$ cat src/rtl/regfile_hilo.sv
// 32x32 GPR file plus HI/LO with EX/MEM/WB forwarding and load-use stall detect.
// Reads are combinational (zero latency); no backpressure, stallreq_load asks upstream to hold.
module regfile_hilo #(
  parameter int BYPASS_EN = 1
) (
  input  logic        clk,
  input  logic        resetn,
  input  logic [37:0] wb_to_rf_bus,
  input  logic [65:0] wb_hilo_bus,
  input  logic [37:0] ex_fwd_bus,
  input  logic [37:0] mem_fwd_bus,
  input  logic [65:0] ex_hilo_bus,
  input  logic [65:0] mem_hilo_bus,
  input  logic        ex_is_load,
  input  logic        re1,
  input  logic        re2,
  input  logic [4:0]  raddr1,
  input  logic [4:0]  raddr2,
  output logic [31:0] rdata1,
  output logic [31:0] rdata2,
  output logic [31:0] hi_o,
  output logic [31:0] lo_o,
  output logic        stallreq_load
);

  typedef struct packed {
    logic        we;
    logic [4:0]  waddr;
    logic [31:0] wdata;
  } gpr_wr_t;

  typedef struct packed {
    logic        hi_we;
    logic        lo_we;
    logic [31:0] hi;
    logic [31:0] lo;
  } hilo_wr_t;

  gpr_wr_t  wb_wr, ex_wr, mem_wr;
  hilo_wr_t wb_hl, ex_hl, mem_hl;

  assign wb_wr  = wb_to_rf_bus;
  assign ex_wr  = ex_fwd_bus;
  assign mem_wr = mem_fwd_bus;
  assign wb_hl  = wb_hilo_bus;
  assign ex_hl  = ex_hilo_bus;
  assign mem_hl = mem_hilo_bus;

  logic [31:0] gpr [32];
  logic [31:0] hi_r;
  logic [31:0] lo_r;

  always_ff @(posedge clk) begin
    if (!resetn) begin
      for (int i = 0; i < 32; i++) gpr[i] <= '0;
      hi_r <= '0;
      lo_r <= '0;
    end else begin
      if (wb_wr.we && wb_wr.waddr != 5'd0) gpr[wb_wr.waddr] <= wb_wr.wdata;
      if (wb_hl.hi_we) hi_r <= wb_hl.hi;
      if (wb_hl.lo_we) lo_r <= wb_hl.lo;
    end
  end

  // Youngest in-flight producer wins; $0 and disabled ports always read zero.
  function automatic logic [31:0] gpr_read(
    input logic        re,
    input logic [4:0]  ra,
    input logic [31:0] stored,
    input gpr_wr_t     ex,
    input gpr_wr_t     mem,
    input gpr_wr_t     wb
  );
    logic [31:0] val;
    val = stored;
    if (BYPASS_EN != 0) begin
      if (ex.we && ex.waddr == ra)        val = ex.wdata;
      else if (mem.we && mem.waddr == ra) val = mem.wdata;
      else if (wb.we && wb.waddr == ra)   val = wb.wdata;
    end
    if (!re || ra == 5'd0) val = '0;
    return val;
  endfunction

  function automatic logic [31:0] hilo_read(
    input logic [31:0] stored,
    input logic        ex_we,
    input logic [31:0] ex_v,
    input logic        mem_we,
    input logic [31:0] mem_v,
    input logic        wb_we,
    input logic [31:0] wb_v
  );
    logic [31:0] val;
    val = stored;
    if (BYPASS_EN != 0) begin
      if (ex_we)       val = ex_v;
      else if (mem_we) val = mem_v;
      else if (wb_we)  val = wb_v;
    end
    return val;
  endfunction

  assign rdata1 = gpr_read(re1, raddr1, gpr[raddr1], ex_wr, mem_wr, wb_wr);
  assign rdata2 = gpr_read(re2, raddr2, gpr[raddr2], ex_wr, mem_wr, wb_wr);
  assign hi_o   = hilo_read(hi_r, ex_hl.hi_we, ex_hl.hi, mem_hl.hi_we, mem_hl.hi,
                            wb_hl.hi_we, wb_hl.hi);
  assign lo_o   = hilo_read(lo_r, ex_hl.lo_we, ex_hl.lo, mem_hl.lo_we, mem_hl.lo,
                            wb_hl.lo_we, wb_hl.lo);

  logic ex_load_live;
  assign ex_load_live  = ex_is_load && ex_wr.we && ex_wr.waddr != 5'd0;
  assign stallreq_load = ex_load_live &&
                         ((re1 && raddr1 == ex_wr.waddr) || (re2 && raddr2 == ex_wr.waddr));

endmodule

$ cat config.mk
export PLATFORM = sky130hd
export DESIGN_NAME = regfile_hilo
export DESIGN_NICKNAME = d
export VERILOG_FILES = /design/src/rtl/regfile_hilo.sv
export SDC_FILE = /design/constraint.sdc
export NUM_CORES = 2
export LEC_CHECK = 0
export BUFFER_PORTS_ARGS = -buffer_cell sky130_fd_sc_hd__buf_2
export CAP_MARGIN = 0
export CORE_MARGIN = 2
export CORE_UTILIZATION = 50
export DETAILED_ROUTE_END_ITERATION = 10
export PLACE_DENSITY = 0.68
export SYNTH_ARGS = -nofsm -noshare
export SYNTH_HDL_FRONTEND = slang
export SYNTH_SLANG_ARGS = --single-unit
$ cat constraint.sdc
create_clock -name clk -period 8.2 [get_ports clk]
set_input_delay 1.64 -clock clk [delete_from_list [all_inputs] [get_ports clk]]
set_output_delay 1.64 -clock clk [all_outputs]
set_load 0.01 [all_outputs]
==> results_dict.tcl <==
set metrics [dict create \
    synthMostInstantiatedCell "edfxtp_1" \
    synth.cells.most_frequent "edfxtp_1, and2_1, mux4_2" \
    cts_setup_buffers 0 \
    holdCritStartpoint "lo_r[29]" \
    dominantRegCellSynth "edfxtp_1" \
    track_usage_pct 38.6 \
    numClockSinks 1088 \
    vias_in_the_first_global_route 43100 \
    port_buffers 455 \
    synth.top_cells.by_area "edfxtp_1, mux4_2, and2_1, dfxtp_1, clkbuf_1" \
    rsz_0062_raised_after_global_routing "no" \
    cts.root.buffer_cell "clkbuf_16" \
    layout-drive-gt1-share_pct 31.4 \
    worstPathCellList "buf_2 > xnor2_1 > nand4_1 > buf_4 > o21a_2 > nand4_1 > a22oi_1 > buf_2" \
    starting_density_of_the_core_pct 50.5 \
    cp_top_family "compound AO/OA/AOI/OAI gates" \
    finalCriticalPeriod_ns 7.11 \
    cp_max_fo 31 \
    core_area_mm2 0.120 \
    synth_enable_flop_cells 1024 \
    cts-htree-levels 3 \
    postPlaceCellArea_mm2 0.0649 \
    core.rowCount 127 \
    synth_cells 4353 \
    failed_checks "slew limit" \
    timing.max_cap.violations 0 \
    drt-initial-drc-count 7991 \
    cts_tree "built" \
    maxSlewViolCount 2 \
    gr_util_met2_pct 56.1 \
    run_status "complete, but fails checks" \
    ys_types 68 \
    fin_skew_ns 0 \
    max-slew-margin-rel_pct -0.00321 \
    vdd.ir_drop.worst_mv 0.168 \
    remaining_drc_errors 0 \
    post-layout-total-power_uw 13600 \
    hold_viol 0 \
    grt_busiest_layer "met2" \
    final-setup-viol-count 0 \
    vias_per_cell 7.03 \
    post_cts_resized 0 \
    drt-pass1-iter-count 7 \
    antenna_violations_before_repair 32 \
    synthDominantCellAreaShare_pct 50.6 \
    floorplan.die.width_um 353 \
    dieHeight_um 353 \
    timing_worst_setup_path_type "primary input to primary output" \
    area_growth_pct 12.8 \
    arrival_ns 5.47 \
    end_kind "primary output" \
    pin_count_of_the_biggest_net_entering_global_routing 95 \
    static-leakage-power_uw 0.0239 \
    die_area_mm2 0.124 \
    fin_area_mm2 0.0685 \
    final.period_utilization_pct 86.7 \
    io_pins 456 \
    worstMarginPinSlew_ns 1.50 \
    worst_hold_slack_ns 0.581 \
    detail_routed_net_length_per_standard_cell_um 38.3 \
    cpMaxStageDelayCell "o21a_2" \
    grtUsageMet3_pct 14.6 \
    gpl.final_weighted_congestion 0.960 \
    cts_inserted_buffers 115 \
    filler_cell_count 9522 \
    hold_path_depth 2 \
    drt-total-wl_um 243000 \
    synth_seq_cells 1088 \
    clock_tree.buffer_depth 3 \
    rrSetupSlack_ns 7.33 \
    average_cell_area_after_synthesis_um2 14.0 \
    final_core_utilization_pct 57.0 \
    grt.met1_usage_pct 49.5 \
    fin_nets 4938 \
    critPathRequiredTime_ns 6.56 \
    p_per_area_mw_per_mm2 199 \
    hold_path.class "flop to flop" \
    critPathLaunchType "primary input" \
    netlist_area_mm2 0.0607 \
    yosys.area.top_type "edfxtp_1" \
    cp_slowest_stage_delay_ns 1.24 \
    cts.hold.buffers_added 0 \
    clk-insertion-delay-late_ns 0.73 \
    startpoint "raddr2[4]" \
    synth.yosys.seq_area_share_pct 52.7 \
    grt.overflow.total 0 \
    grt_first_pass_wirelength_um 336000 \
    clk_pin_slew_ns 0.06 \
    vias 44700 \
    path_depth 8 \
    fin_tns_setup_ns 0 \
    drtAntennaViolNets 0 \
    critPathBufInv 3 \
    reg2reg_depth 2 \
    dp_hpwl_um 148000 \
    critical_path.reg2reg.startpoint "lo_r[20]" \
    synth_async_sr_flop_share_pct 0 \
    achievable-frequency_mhz 141 \
    ys.warnings.count 0 \
]
cell families after synthesis:
kind of cell	after synthesis	share of synthesized area, %
AND/OR/NAND/NOR	1466	13.9
flip-flops	1088	52.7
multiplexers	687	22.2
AO/OA/AOI/OAI	545	6.82
buffers and inverters	536	3.97
XOR/XNOR	30	0.433
other	1	0.00617
metal layers:
| layer | vias up | part of all wire, % |
|---|---|---|
| met4 | 28 | 6.8 |
| met3 | 951 | 16 |
| met5 | - | 0.076 |
| li1 | 17300 | - |
| met1 | 22100 | 34 |
| met2 | 4271 | 43 |
report_power, final:
group,total (uW),leakage [uW],switching [uW],internal (uW)
logic,2000,0.0119,1210,792
registers,6540,0.0103,155,6380
clock network,5080,0.00173,2300,2780
total,13600,0.0239,3660,9960
worst register-to-register path, stage by stage (launching register included):
cell     delay (ns)
dfxtp_1        0.29
mux2_2         0.30
and2_1         0.16
layout by cell type, fill, tap and decap left out, types with 64 or more instances in the layout:
| cell | Yosys | routed |
|---|---|---|
| buf_2 | 87 | 449 |
| and2_1 | 969 | 969 |
| edfxtp_1 | 1024 | 1024 |
| o22ai_1 | 66 | 66 |
| nor2_1 | 116 | 80 |
| o21ai_0 | 129 | 98 |
| buf_4 | 25 | 145 |
| a22oi_1 | 81 | 81 |
| nand2_1 | 121 | 119 |
| mux2_2 | 70 | 70 |
| clkbuf_16 | 0 | 117 |
| mux2i_1 | 98 | 98 |
| nor3_1 | 121 | 120 |
| dfxtp_1 | 64 | 64 |
| mux4_2 | 519 | 519 |
state kept, by name, indices dropped and copies added (netlist names):
register and cells:
hi_r 32, gpr 1024, lo_r 32
worst paths after layout:
kind,endpoint
setup / recovery,rdata2[17]
hold / removal,lo_r[29]
setup reg to reg,lo_r[20]
hold reg to reg,lo_r[29]
final cells by class:
cell class,instances,area (um^2),share of cell area (%)
clock buffer,140,3010,4.40
timing repair buffer,611,3650,5.32
clock inverter,70,509,0.743
inverter,35,131,0.192
sequential,1088,32000,46.7
tap,1612,2020,2.94
antenna,37,92.6,0.135
multi-input combinational,2760,27100,39.5
stage by stage:
step	instances	setup WS (ns)
detailed placement	6106	1.48
CTS	6316	1.45
finish	6353	1.09
floorplan	4384	2.92
global placement	6106	1.44
global route	6322	1.16
No activity file was read; power rests on OpenSTA's default activity.
